## src/rtl/ysyx_23060208_dec_stage_if.sv

```systemverilog
// ysyx_23060208_dec_stage_if: fetch, regfile, writeback and execute-side signals of the decode stage.
// slave is the decode stage itself; master is the surrounding pipeline.
interface ysyx_23060208_dec_stage_if #(
    parameter int DATA_WIDTH = 32,
    parameter int REG_WIDTH  = 5,
    parameter int IBUF_DEPTH = 4
);
    localparam int CW = $clog2(IBUF_DEPTH + 1);

    logic                  in_valid;
    logic                  in_ready;
    logic [DATA_WIDTH-1:0] in_pc;
    logic [DATA_WIDTH-1:0] in_inst;
    logic                  flush;
    logic [REG_WIDTH-1:0]  rf_raddr1;
    logic [REG_WIDTH-1:0]  rf_raddr2;
    logic [DATA_WIDTH-1:0] rf_rdata1;
    logic [DATA_WIDTH-1:0] rf_rdata2;
    logic                  wb_valid;
    logic [REG_WIDTH-1:0]  wb_rd;
    logic [DATA_WIDTH-1:0] wb_data;
    logic                  out_valid;
    logic                  out_ready;
    logic [DATA_WIDTH-1:0] out_pc;
    logic [DATA_WIDTH-1:0] out_inst;
    logic [DATA_WIDTH-1:0] out_src1;
    logic [DATA_WIDTH-1:0] out_src2;
    logic [DATA_WIDTH-1:0] out_imm;
    logic [REG_WIDTH-1:0]  out_rd;
    logic                  out_rd_wen;
    logic [2:0]            out_cls;
    logic                  out_illegal;
    logic [CW-1:0]         ibuf_count;

    modport slave (
        input  in_valid, in_pc, in_inst, flush, rf_rdata1, rf_rdata2,
               wb_valid, wb_rd, wb_data, out_ready,
        output in_ready, rf_raddr1, rf_raddr2, out_valid, out_pc, out_inst,
               out_src1, out_src2, out_imm, out_rd, out_rd_wen, out_cls,
               out_illegal, ibuf_count
    );

    modport master (
        output in_valid, in_pc, in_inst, flush, rf_rdata1, rf_rdata2,
               wb_valid, wb_rd, wb_data, out_ready,
        input  in_ready, rf_raddr1, rf_raddr2, out_valid, out_pc, out_inst,
               out_src1, out_src2, out_imm, out_rd, out_rd_wen, out_cls,
               out_illegal, ibuf_count
    );
endinterface

```

## src/rtl/ysyx_23060208_dec_stage.sv

```systemverilog
// ysyx_23060208_dec_stage: instruction buffer, RV32I/E decoder and register busy scoreboard.
// Define YSYX_23060208_DEC_BYPASS_EN to let a same-cycle writeback clear hazards and feed operands.
module ysyx_23060208_dec_stage #(
    parameter int DATA_WIDTH = 32,
    parameter int REG_WIDTH  = 5,
    parameter int IBUF_DEPTH = 4
) (
    input logic                      clock,
    input logic                      reset,
    ysyx_23060208_dec_stage_if.slave bus
);
    localparam int PW   = $clog2(IBUF_DEPTH);
    localparam int CW   = $clog2(IBUF_DEPTH + 1);
    localparam int NREG = 1 << REG_WIDTH;

    typedef enum logic [2:0] {
        CLS_ALU_R, CLS_ALU_I, CLS_UPPER, CLS_LOAD,
        CLS_STORE, CLS_BRANCH, CLS_JUMP, CLS_SYSTEM
    } cls_e;

    logic [DATA_WIDTH-1:0] pc_mem_q   [IBUF_DEPTH];
    logic [DATA_WIDTH-1:0] inst_mem_q [IBUF_DEPTH];
    logic [PW-1:0]         rptr_q, rptr_d, wptr_q, wptr_d;
    logic [CW-1:0]         count_q, count_d;
    logic [NREG-1:0]       busy_q, busy_d, busy_eff, wb_mask, set_mask;
    logic                  push, pop, hazard;

    logic [31:0]           inst, imm;
    logic [6:0]            op;
    logic [2:0]            f3;
    logic [4:0]            rd_f, rs1_f, rs2_f;
    logic [REG_WIDTH-1:0]  rd, rs1, rs2;
    cls_e                  cls;
    logic                  opc_ok, wr, use1, use2, rv32e_bad, illegal, u1, u2, rd_wen;
    logic [DATA_WIDTH-1:0] raw1, raw2;

    assign inst  = inst_mem_q[rptr_q][31:0];
    assign op    = inst[6:0];
    assign f3    = inst[14:12];
    assign rd_f  = inst[11:7];
    assign rs1_f = inst[19:15];
    assign rs2_f = inst[24:20];
    assign rd    = rd_f[REG_WIDTH-1:0];
    assign rs1   = rs1_f[REG_WIDTH-1:0];
    assign rs2   = rs2_f[REG_WIDTH-1:0];

    always_comb begin
        cls    = CLS_ALU_R;
        opc_ok = 1'b1;
        wr     = 1'b0;
        use1   = 1'b0;
        use2   = 1'b0;
        imm    = '0;
        case (op)
            7'b0110011: begin use1 = 1'b1; use2 = 1'b1; wr = 1'b1; end
            7'b0010011: begin cls = CLS_ALU_I; use1 = 1'b1; wr = 1'b1; imm = {{20{inst[31]}}, inst[31:20]}; end
            7'b0110111,
            7'b0010111: begin cls = CLS_UPPER; wr = 1'b1; imm = {inst[31:12], 12'b0}; end
            7'b0000011: begin cls = CLS_LOAD; use1 = 1'b1; wr = 1'b1; imm = {{20{inst[31]}}, inst[31:20]}; end
            7'b0100011: begin cls = CLS_STORE; use1 = 1'b1; use2 = 1'b1; imm = {{20{inst[31]}}, inst[31:25], inst[11:7]}; end
            7'b1100011: begin
                cls  = CLS_BRANCH;
                use1 = 1'b1;
                use2 = 1'b1;
                imm  = {{19{inst[31]}}, inst[31], inst[7], inst[30:25], inst[11:8], 1'b0};
            end
            7'b1101111: begin
                cls = CLS_JUMP;
                wr  = 1'b1;
                imm = {{11{inst[31]}}, inst[31], inst[19:12], inst[20], inst[30:21], 1'b0};
            end
            7'b1100111: begin cls = CLS_JUMP; use1 = 1'b1; wr = 1'b1; imm = {{20{inst[31]}}, inst[31:20]}; end
            // CSR ops read rs1 only for register forms (funct3 1..3); ecall/ebreak write nothing
            7'b1110011: begin
                cls  = CLS_SYSTEM;
                use1 = (f3 != 3'd0) && !f3[2];
                wr   = f3 != 3'd0;
                imm  = {{20{inst[31]}}, inst[31:20]};
            end
            default: opc_ok = 1'b0;
        endcase
    end

    assign rv32e_bad = (REG_WIDTH == 4) && ((use1 && rs1_f[4]) || (use2 && rs2_f[4]) || (wr && rd_f[4]));
    assign illegal   = !opc_ok || rv32e_bad;
    assign u1        = use1 && !illegal;
    assign u2        = use2 && !illegal;
    assign rd_wen    = wr && !illegal && (rd != '0);

    assign wb_mask  = bus.wb_valid ? (NREG'(1) << bus.wb_rd) : '0;
    assign set_mask = (pop && rd_wen) ? (NREG'(1) << rd) : '0;

`ifdef YSYX_23060208_DEC_BYPASS_EN
    assign busy_eff = busy_q & ~wb_mask;
    assign raw1     = (bus.wb_valid && bus.wb_rd == rs1) ? bus.wb_data : bus.rf_rdata1;
    assign raw2     = (bus.wb_valid && bus.wb_rd == rs2) ? bus.wb_data : bus.rf_rdata2;
`else
    assign busy_eff = busy_q;
    assign raw1     = bus.rf_rdata1;
    assign raw2     = bus.rf_rdata2;
`endif

    assign hazard = (u1 && rs1 != '0 && busy_eff[rs1]) ||
                    (u2 && rs2 != '0 && busy_eff[rs2]) ||
                    (rd_wen && busy_eff[rd]);

    assign bus.in_ready    = count_q < CW'(IBUF_DEPTH);
    assign bus.out_valid   = (count_q != '0) && !hazard;
    assign bus.ibuf_count  = count_q;
    assign bus.rf_raddr1   = rs1;
    assign bus.rf_raddr2   = rs2;
    assign bus.out_pc      = pc_mem_q[rptr_q];
    assign bus.out_inst    = inst_mem_q[rptr_q];
    assign bus.out_src1    = (u1 && rs1 != '0) ? raw1 : '0;
    assign bus.out_src2    = (u2 && rs2 != '0) ? raw2 : '0;
    assign bus.out_imm     = illegal ? '0 : DATA_WIDTH'($signed(imm));
    assign bus.out_rd      = rd;
    assign bus.out_rd_wen  = rd_wen;
    assign bus.out_cls     = cls;
    assign bus.out_illegal = illegal;

    assign push = bus.in_valid && bus.in_ready;
    assign pop  = bus.out_valid && bus.out_ready;

    // Flush overrides everything; a set beats a clear of the same busy bit
    always_comb begin
        count_d = bus.flush ? '0 : count_q + CW'(push) - CW'(pop);
        rptr_d  = bus.flush ? '0 : rptr_q + PW'(pop);
        wptr_d  = bus.flush ? '0 : wptr_q + PW'(push);
        busy_d  = bus.flush ? '0 : (busy_q & ~wb_mask) | set_mask;
    end

    always_ff @(posedge clock) begin
        if (reset) begin
            count_q <= '0;
            rptr_q  <= '0;
            wptr_q  <= '0;
            busy_q  <= '0;
        end else begin
            count_q <= count_d;
            rptr_q  <= rptr_d;
            wptr_q  <= wptr_d;
            busy_q  <= busy_d;
        end
    end

    always_ff @(posedge clock) begin
        if (push) begin
            pc_mem_q[wptr_q]   <= bus.in_pc;
            inst_mem_q[wptr_q] <= bus.in_inst;
        end
    end
endmodule

```

## src/flat_wrapper.sv

```systemverilog
// flat-port wrapper written by rule: the top's interface ports become plain ports
module ysyx_23060208_dec_stage_flat 
#(
    parameter int DATA_WIDTH = 32,
    parameter int REG_WIDTH  = 5,
    parameter int IBUF_DEPTH = 4
)
  (clock, reset, bus_in_valid, bus_in_pc, bus_in_inst, bus_flush, bus_rf_rdata1, bus_rf_rdata2, bus_wb_valid, bus_wb_rd, bus_wb_data, bus_out_ready, bus_in_ready, bus_rf_raddr1, bus_rf_raddr2, bus_out_valid, bus_out_pc, bus_out_inst, bus_out_src1, bus_out_src2, bus_out_imm, bus_out_rd, bus_out_rd_wen, bus_out_cls, bus_out_illegal, bus_ibuf_count);
  ysyx_23060208_dec_stage_if #(.DATA_WIDTH(DATA_WIDTH), .REG_WIDTH(REG_WIDTH), .IBUF_DEPTH(IBUF_DEPTH)) bus_i ();
  input logic clock;
  input logic reset;
  input wire logic [$bits(bus_i.in_valid)-1:0] bus_in_valid;
  input wire logic [$bits(bus_i.in_pc)-1:0] bus_in_pc;
  input wire logic [$bits(bus_i.in_inst)-1:0] bus_in_inst;
  input wire logic [$bits(bus_i.flush)-1:0] bus_flush;
  input wire logic [$bits(bus_i.rf_rdata1)-1:0] bus_rf_rdata1;
  input wire logic [$bits(bus_i.rf_rdata2)-1:0] bus_rf_rdata2;
  input wire logic [$bits(bus_i.wb_valid)-1:0] bus_wb_valid;
  input wire logic [$bits(bus_i.wb_rd)-1:0] bus_wb_rd;
  input wire logic [$bits(bus_i.wb_data)-1:0] bus_wb_data;
  input wire logic [$bits(bus_i.out_ready)-1:0] bus_out_ready;
  output wire logic [$bits(bus_i.in_ready)-1:0] bus_in_ready;
  output wire logic [$bits(bus_i.rf_raddr1)-1:0] bus_rf_raddr1;
  output wire logic [$bits(bus_i.rf_raddr2)-1:0] bus_rf_raddr2;
  output wire logic [$bits(bus_i.out_valid)-1:0] bus_out_valid;
  output wire logic [$bits(bus_i.out_pc)-1:0] bus_out_pc;
  output wire logic [$bits(bus_i.out_inst)-1:0] bus_out_inst;
  output wire logic [$bits(bus_i.out_src1)-1:0] bus_out_src1;
  output wire logic [$bits(bus_i.out_src2)-1:0] bus_out_src2;
  output wire logic [$bits(bus_i.out_imm)-1:0] bus_out_imm;
  output wire logic [$bits(bus_i.out_rd)-1:0] bus_out_rd;
  output wire logic [$bits(bus_i.out_rd_wen)-1:0] bus_out_rd_wen;
  output wire logic [$bits(bus_i.out_cls)-1:0] bus_out_cls;
  output wire logic [$bits(bus_i.out_illegal)-1:0] bus_out_illegal;
  output wire logic [$bits(bus_i.ibuf_count)-1:0] bus_ibuf_count;
  assign bus_i.in_valid = bus_in_valid;
  assign bus_i.in_pc = bus_in_pc;
  assign bus_i.in_inst = bus_in_inst;
  assign bus_i.flush = bus_flush;
  assign bus_i.rf_rdata1 = bus_rf_rdata1;
  assign bus_i.rf_rdata2 = bus_rf_rdata2;
  assign bus_i.wb_valid = bus_wb_valid;
  assign bus_i.wb_rd = bus_wb_rd;
  assign bus_i.wb_data = bus_wb_data;
  assign bus_i.out_ready = bus_out_ready;
  assign bus_in_ready = bus_i.in_ready;
  assign bus_rf_raddr1 = bus_i.rf_raddr1;
  assign bus_rf_raddr2 = bus_i.rf_raddr2;
  assign bus_out_valid = bus_i.out_valid;
  assign bus_out_pc = bus_i.out_pc;
  assign bus_out_inst = bus_i.out_inst;
  assign bus_out_src1 = bus_i.out_src1;
  assign bus_out_src2 = bus_i.out_src2;
  assign bus_out_imm = bus_i.out_imm;
  assign bus_out_rd = bus_i.out_rd;
  assign bus_out_rd_wen = bus_i.out_rd_wen;
  assign bus_out_cls = bus_i.out_cls;
  assign bus_out_illegal = bus_i.out_illegal;
  assign bus_ibuf_count = bus_i.ibuf_count;
  ysyx_23060208_dec_stage #(.DATA_WIDTH(DATA_WIDTH), .REG_WIDTH(REG_WIDTH), .IBUF_DEPTH(IBUF_DEPTH)) u_core (.clock(clock), .reset(reset), .bus(bus_i));
endmodule
```

## config.mk

```make
export PLATFORM = sky130hd
export DESIGN_NAME = ysyx_23060208_dec_stage_flat
export DESIGN_NICKNAME = d
export VERILOG_FILES = /design/src/rtl/ysyx_23060208_dec_stage_if.sv /design/src/rtl/ysyx_23060208_dec_stage.sv /design/src/flat_wrapper.sv
export SDC_FILE = /design/constraint.sdc
export NUM_CORES = 1
export LEC_CHECK = 0
export ABC_AREA = 1
export CORE_MARGIN = 4
export CORE_UTILIZATION = 50
export CTS_CLUSTER_DIAMETER = 80
export DETAILED_ROUTE_END_ITERATION = 16
export PLACE_DENSITY = 0.8
export SLEW_MARGIN = 5
export SYNTH_ARGS = -nofsm -noshare
export SYNTH_HDL_FRONTEND = slang
export SYNTH_SLANG_ARGS = --single-unit
```

## constraint.sdc

```tcl
create_clock -name clock -period 8.7 [get_ports clock]
set_input_delay 2.61 -clock clock [delete_from_list [all_inputs] [get_ports clock]]
set_output_delay 2.61 -clock clock [all_outputs]
set_load 0.05 [all_outputs]
```

### Word-level counts from Yosys, hierarchy flattened

Memory sizes are Yosys's and may differ from the RTL's. A register that Yosys moved wholly into a read port is not among the register bits.
Index checks and enable logic that the tools add are counted.

* bits in registers: 39
* RAM bits: 256
* input port bits: 171
* output and inout port bits: 185
* word-level logic and storage cells: 82
* memories: 2

Memories
* u_core.inst_mem_q: words 4, width 32, read ports 1, clocked after memory_dff 1, wr ports 1, RTL line ysyx_23060208_dec_stage.sv:22 `logic [DATA_WIDTH-1:0] inst_mem_q [IBUF_DEPTH];`
* u_core.pc_mem_q: words 4, width 32, read ports 1, clocked after memory_dff 1, wr ports 1, RTL line ysyx_23060208_dec_stage.sv:21 `logic [DATA_WIDTH-1:0] pc_mem_q [IBUF_DEPTH];`

* $add $sub $neg: 4
* $lt $le $gt $ge: 4
* equal/unequal tests: 10
* shifts and indexed selects: 2
* mux-type cells: 21
* bitwise gates (word level): 3
* reduce and logical (&&, ||, !) cells: 32

Operator list (count)
* 32-bit 2-to-1 mux: 5
* 32-bit one-hot mux with 5 select lines: 1
* 1-bit by 5-bit left shift with 32-bit output (first input constant): 2
* 32-bit AND: 1
* 32-bit NOT: 1
* 32-bit OR: 1
* 7-bit equality test (second input constant): 4
* 7-bit by 6-bit equality test with 1-bit output (second input constant): 3
* 3-bit one-hot mux with 7 select lines: 1
* 5-bit by 6-bit < comparator with 1-bit output (second input constant): 3
* 1-bit binary-select mux with 5-bit select: 3
* 5-bit nonzero test: 3
* 7-bit by 5-bit equality test with 1-bit output (second input constant): 2
* 1-bit logical AND: 14
* 10-bit OR reduction: 1
* 7-bit by 2-bit equality test with 1-bit output (second input constant): 1
* 1-bit 2-to-1 mux: 7
* 7-bit OR reduction: 1
* 3-bit nonzero test: 2
* 2-bit OR reduction: 3
* 6-bit OR reduction: 1
* 2-bit by 1-bit adder with 2-bit output: 2
* 2-bit 2-to-1 mux: 2
* 1-bit one-hot mux with 2 select lines: 2
* other kinds (7): 10

### Depth between registers and ports, before layout

* depth after elaboration: 14
* mapped depth: 24
* depth with buffers taken out: 23

### Worst setup path before layout

No wires, ideal clock.

* path type: input port to flip-flop
* start point: input bus_in_valid
* end point: memory u_core.inst_mem_q[0][0] (enable)
* library setup time: 0.565 ns
* arrival: 7.091 ns
* setup slack: 1.044 ns
* stages on the path: 2
* cells stage by stage: nand2_1 nor3_1

* longest elaborated chain between the ends: 3

RTL lines
* start, declared: RTL line flat_wrapper.sv:12 `input wire logic [$bits(bus_i.in_valid)-1:0] bus_in_valid;`
* 1-bit logical AND: RTL line ysyx_23060208_dec_stage.sv:122 `assign push = bus.in_valid && bus.in_ready;`
* 1-bit 2-to-1 mux: RTL line ysyx_23060208_dec_stage.sv:148 `if (push) begin`
* 1-bit 2-to-1 mux (implied by the code): RTL line ysyx_23060208_dec_stage.sv:150 `inst_mem_q[wptr_q] <= bus.in_inst;`
* end, declared: RTL line ysyx_23060208_dec_stage.sv:22

Every way passes these cells.

==> results.md <==
- The flow ran to the end, and the final reports show no timing, DRC or antenna violations.
- In this run the critical register-to-register path is launched from u_core.rptr_q[0].
- The initial antenna violation count is 8.
- The register-to-register setup slack is 3290 ps.
- Of the post-synthesis cell area, the dominant cell type holds 0.545.
- The port buffer count is 323.
- The via count of the first global-routing pass is 11,600.
- The endpoint identified for the worst register-to-register timing path is u_core.bus.ibuf_count[2].
- Measured along the y axis, the die boundary spans 176 um.
- STA classifies the critical path startpoint as a register.
- The path category of the worst min-delay check is register to register.
- Hold repair after CTS inserted 0 buffers.
- Synthesis handed over a netlist of 1,498 instances.
- The floorplan step defined a core boundary enclosing 0.0278 mm2.
- In the final routed layout, each cell accounts on average for 19.7 um.
- The area of the die is 0.0310 mm2.
- The final net count is 1,944.
- The critical path start-end classification is register to output pin.
- Among the stages of the critical path, the cell type that occurs most often is sky130_fd_sc_hd__nand2_1.
- The number of nets still failing antenna checks after routing is 0.
- The I/O pin total is 356.
- The achievable frequency is 126 MHz.
- TritonCTS built the clock tree.
- In the final layout, the share of cells above drive strength 1 is 0.0519.
- The worst hold path terminates at u_core.busy_eff[0].
- The wire length of the first global-routing pass is 64.8 mm.
- Relative to the synthesized area, the layout overhead comes to 29.5%.
- The aggregate global-route resource usage is 0.265.
- The final period demand of the worst path is 7950 ps.
- The largest fanout on the critical path is 104.
- The unique cell type count in the Yosys netlist is 41.
- The deepest clock path buffer count is 3.
- The CTS buffer count is 30.
- The cell depth of the worst min-delay path is 2.
- For the worst flop-to-flop path, the logic depth is 18.
- The sequential fraction of the synthesis area is 0.600.
- The number of enable flip-flop cells after synthesis is 256.
- The placer congestion estimate is 1.02.
- After the first detailed-routing iteration, the DRC count stood at 1,508.
- Clock tree synthesis found a total of 295 sinks.
- The tool flagged a number of max-cap violations equal to 0.
- STA puts the critical path data required time at 6090 ps.
- After synthesis, the most frequently instantiated cells are sky130_fd_sc_hd__nand2_1, sky130_fd_sc_hd__edfxtp_1, sky130_fd_sc_hd__nor2_1.
- In this run the clock root is driven by a sky130_fd_sc_hd__clkbuf_16.
- The source-to-sink clock delay at the later pin of the worst-skew pair is 590 ps.
- After filler insertion, the fill cell instance count of the layout stands at 2,166.
- After clock tree synthesis, the setup repair step added 0 buffers.
- STA puts the critical path data arrival time at 5340 ps.
- In this run the static leakage power is 6.90 nW.
- The floorplan has 61 rows.
- CTS built an H-tree with a depth of 1.
- The startpoint of the lowest-slack hold path is u_core.busy_eff[0].
- The first detailed-routing pass ran for 6 iterations.
- The clock skew after layout is 52.5 ps.
- The post-synthesis sequential element count is 295.
- The dominant register cell in the synthesized netlist is sky130_fd_sc_hd__edfxtp_1.
- The number of design rule violations left after detail routing is 0.
- The largest net degree at the start of global routing is 105.
- The die extent in x is 176 um.
- Detailed routing inserted a total of 12,100 vias.
- Setup repair after global routing left no endpoint under its margin.
- The mapped netlist covers 0.0141 mm2.
- Yosys instantiated no cell more often than sky130_fd_sc_hd__nand2_1.
- Dividing the detail-routed via count by the number of cells gives 5.58.
- In this run, post-CTS repair resized a total of 0 instances.
- The hold violation count in the final report was 0.
- The total global routing overflow is 0.
- For this run, the number of Yosys warnings is 0.
- The total wire length after detailed routing is 42.8 mm.
- The endpoint class of the critical path is an output pin.
- The critical path goes through inv_4 -> buf_4 -> nand2_1 -> a32oi_1 -> inv_2 -> nand3_1 -> nand2_1 -> nand2_1 -> nand3_1 -> nand2_2 -> nor2_4 -> clkdlybuf4s50_1.
- The clock slew seen by the registers of the worst setup and hold paths is 60 ps.
- The tightest slew margin relative to the limit is 0.108.
- The post-synth net total is 1,674.
- The peak per-stage delay on the critical path is 1050 ps.
- The share of synthesized registers carrying an async set or reset is 0.
- At the pin with the least slew margin, the transition time is 1340 ps.
- Power comes to 3.69 mW.
- The final count of pins violating max slew is 0.
- The period utilization is 0.914.
- The wire-length estimate of the detail-placed layout is 28.2 mm.
- The power per standard cell area is 202 mW/mm2.
- The setup TNS after final layout is 0 ps.
- The biggest area contributor in the post-synthesis netlist is sky130_fd_sc_hd__edfxtp_1.
- The number of failing setup endpoints in the final timing report is 0.
- VDD sags by at most 0.199 mV.
- The mean instance size in the synthesized netlist is 9.42 um2.
- The slowest stage of the critical path is the sky130_fd_sc_hd__a32oi_1 cell.
- The initial standard-cell utilization of the core is 0.508.
- By area the synthesized netlist is led by sky130_fd_sc_hd__edfxtp_1, sky130_fd_sc_hd__nand2_1, sky130_fd_sc_hd__dfxtp_1.
## sequential cells by signal, summed over array words and instances (netlist names)
signal and flops:
u_core.inst_mem_q 128, u_core.pc_mem_q 128, u_core.busy_eff 32, u_core.bus.ibuf_count 3, u_core.rptr_q 2, u_core.wptr_q 2
## how the worst max path moves through the flow
stage                         endpoint        startpoint  cells past startpoint  slack, ps
3_5_place_dp            bus_out_imm[3]  u_core.rptr_q[0]                      7       1410
3_3_place_gp             bus_out_valid  u_core.rptr_q[0]                     12       1490
4_1_cts                 bus_out_imm[3]  u_core.rptr_q[0]                      7        810
2_1_floorplan  u_core.inst_mem_q[0][0]      bus_in_valid                      2       1040
5_1_grt                  bus_out_valid  u_core.rptr_q[0]                     12        550
6_report                 bus_out_valid  u_core.rptr_q[0]                     12        750
## metrics by stage
step	cell area (um2)	hold WS (ps)	instances	utilization	setup slack, ps
2_1_floorplan	14100	454	1498	-	1040
3_3_place_gp	17400	476	2114	0.625	1490
3_5_place_dp	17400	485	2114	0.625	1410
4_1_cts	18300	497	2170	0.657	807
5_1_grt	18300	534	2171	0.658	554
6_report	18300	502	2172	0.658	748
## worst max-delay path: cells and delay by family (launching register included)
kind	cells	cell delay (ps)
AOI/OAI and AO/OA	1	1050
buffers and inverters	4	2400
DFF	1	540
and+or+nand+nor	7	730
## report_power, final
group | internal [mW] | switching, mW
Combinational | 0.273 | 0.637
Sequential | 1.59 | 0.0179
Clock | 0.642 | 0.530
## final cells by class
class,count,area (um2),share of cell area
Antenna cell,2,5.00,0.000274
Clock buffer,38,791,0.0433
Clock inverter,18,109,0.00596
Inverter,153,579,0.0317
Multi-Input combinational cell,946,4460,0.244
Sequential cell,295,8470,0.464
Tap cell,378,473,0.0259
Timing Repair Buffer,342,3380,0.185
## logic make-up after synthesis
kind of cell               count (synthesis)  share of synthesized area
and+or+nand+nor                          713                      0.220
DFF                                      295                      0.600
buffers and inverters                    257                     0.0846
AOI/OAI and AO/OA                        225                     0.0882
adders and majority gates                  5                    0.00497
xor gates and xnor gates                   3                    0.00186
## layer usage
metal | global-route usage | vias up | wire [um]
met2 | 0.429 | 677 | 20200
met1 | 0.347 | 5679 | 16300
met3 | 0.0801 | 131 | 4870
met5 | 0 | - | 89
met4 | 0.0815 | 12 | 1410
li1 | - | 5630 | -
## cells in the final DEF (no fill, tap or decap), types with 2 or more instances in the layout
master                            count
sky130_fd_sc_hd__nand2_2              7
sky130_fd_sc_hd__nor3_1              10
sky130_fd_sc_hd__nand2_1            295
sky130_fd_sc_hd__nand4_1             37
sky130_fd_sc_hd__a21oi_1             43
sky130_fd_sc_hd__edfxtp_1           256
sky130_fd_sc_hd__nand3b_1             8
sky130_fd_sc_hd__clkbuf_16           30
sky130_fd_sc_hd__o21ai_0            128
sky130_fd_sc_hd__nor3_2               4
sky130_fd_sc_hd__nand3_4              2
sky130_fd_sc_hd__diode_2              2
sky130_fd_sc_hd__ha_1                 4
sky130_fd_sc_hd__clkdlybuf4s50_1    323
sky130_fd_sc_hd__buf_4               19
sky130_fd_sc_hd__clkbuf_1             7
sky130_fd_sc_hd__a32oi_1              9
sky130_fd_sc_hd__clkinv_2             6
sky130_fd_sc_hd__inv_1              142
sky130_fd_sc_hd__xnor2_1              2
sky130_fd_sc_hd__nor2_1             198
sky130_fd_sc_hd__clkinvlp_4           2
sky130_fd_sc_hd__nand3_1            137
sky130_fd_sc_hd__nor4_1               4
sky130_fd_sc_hd__clkinv_1            12
sky130_fd_sc_hd__inv_2                6
sky130_fd_sc_hd__inv_4                2
sky130_fd_sc_hd__nand3_2              6
sky130_fd_sc_hd__o21ai_1              2
sky130_fd_sc_hd__dfxtp_1             37
sky130_fd_sc_hd__o22ai_1             38
Power figures use the tool's default switching activity.
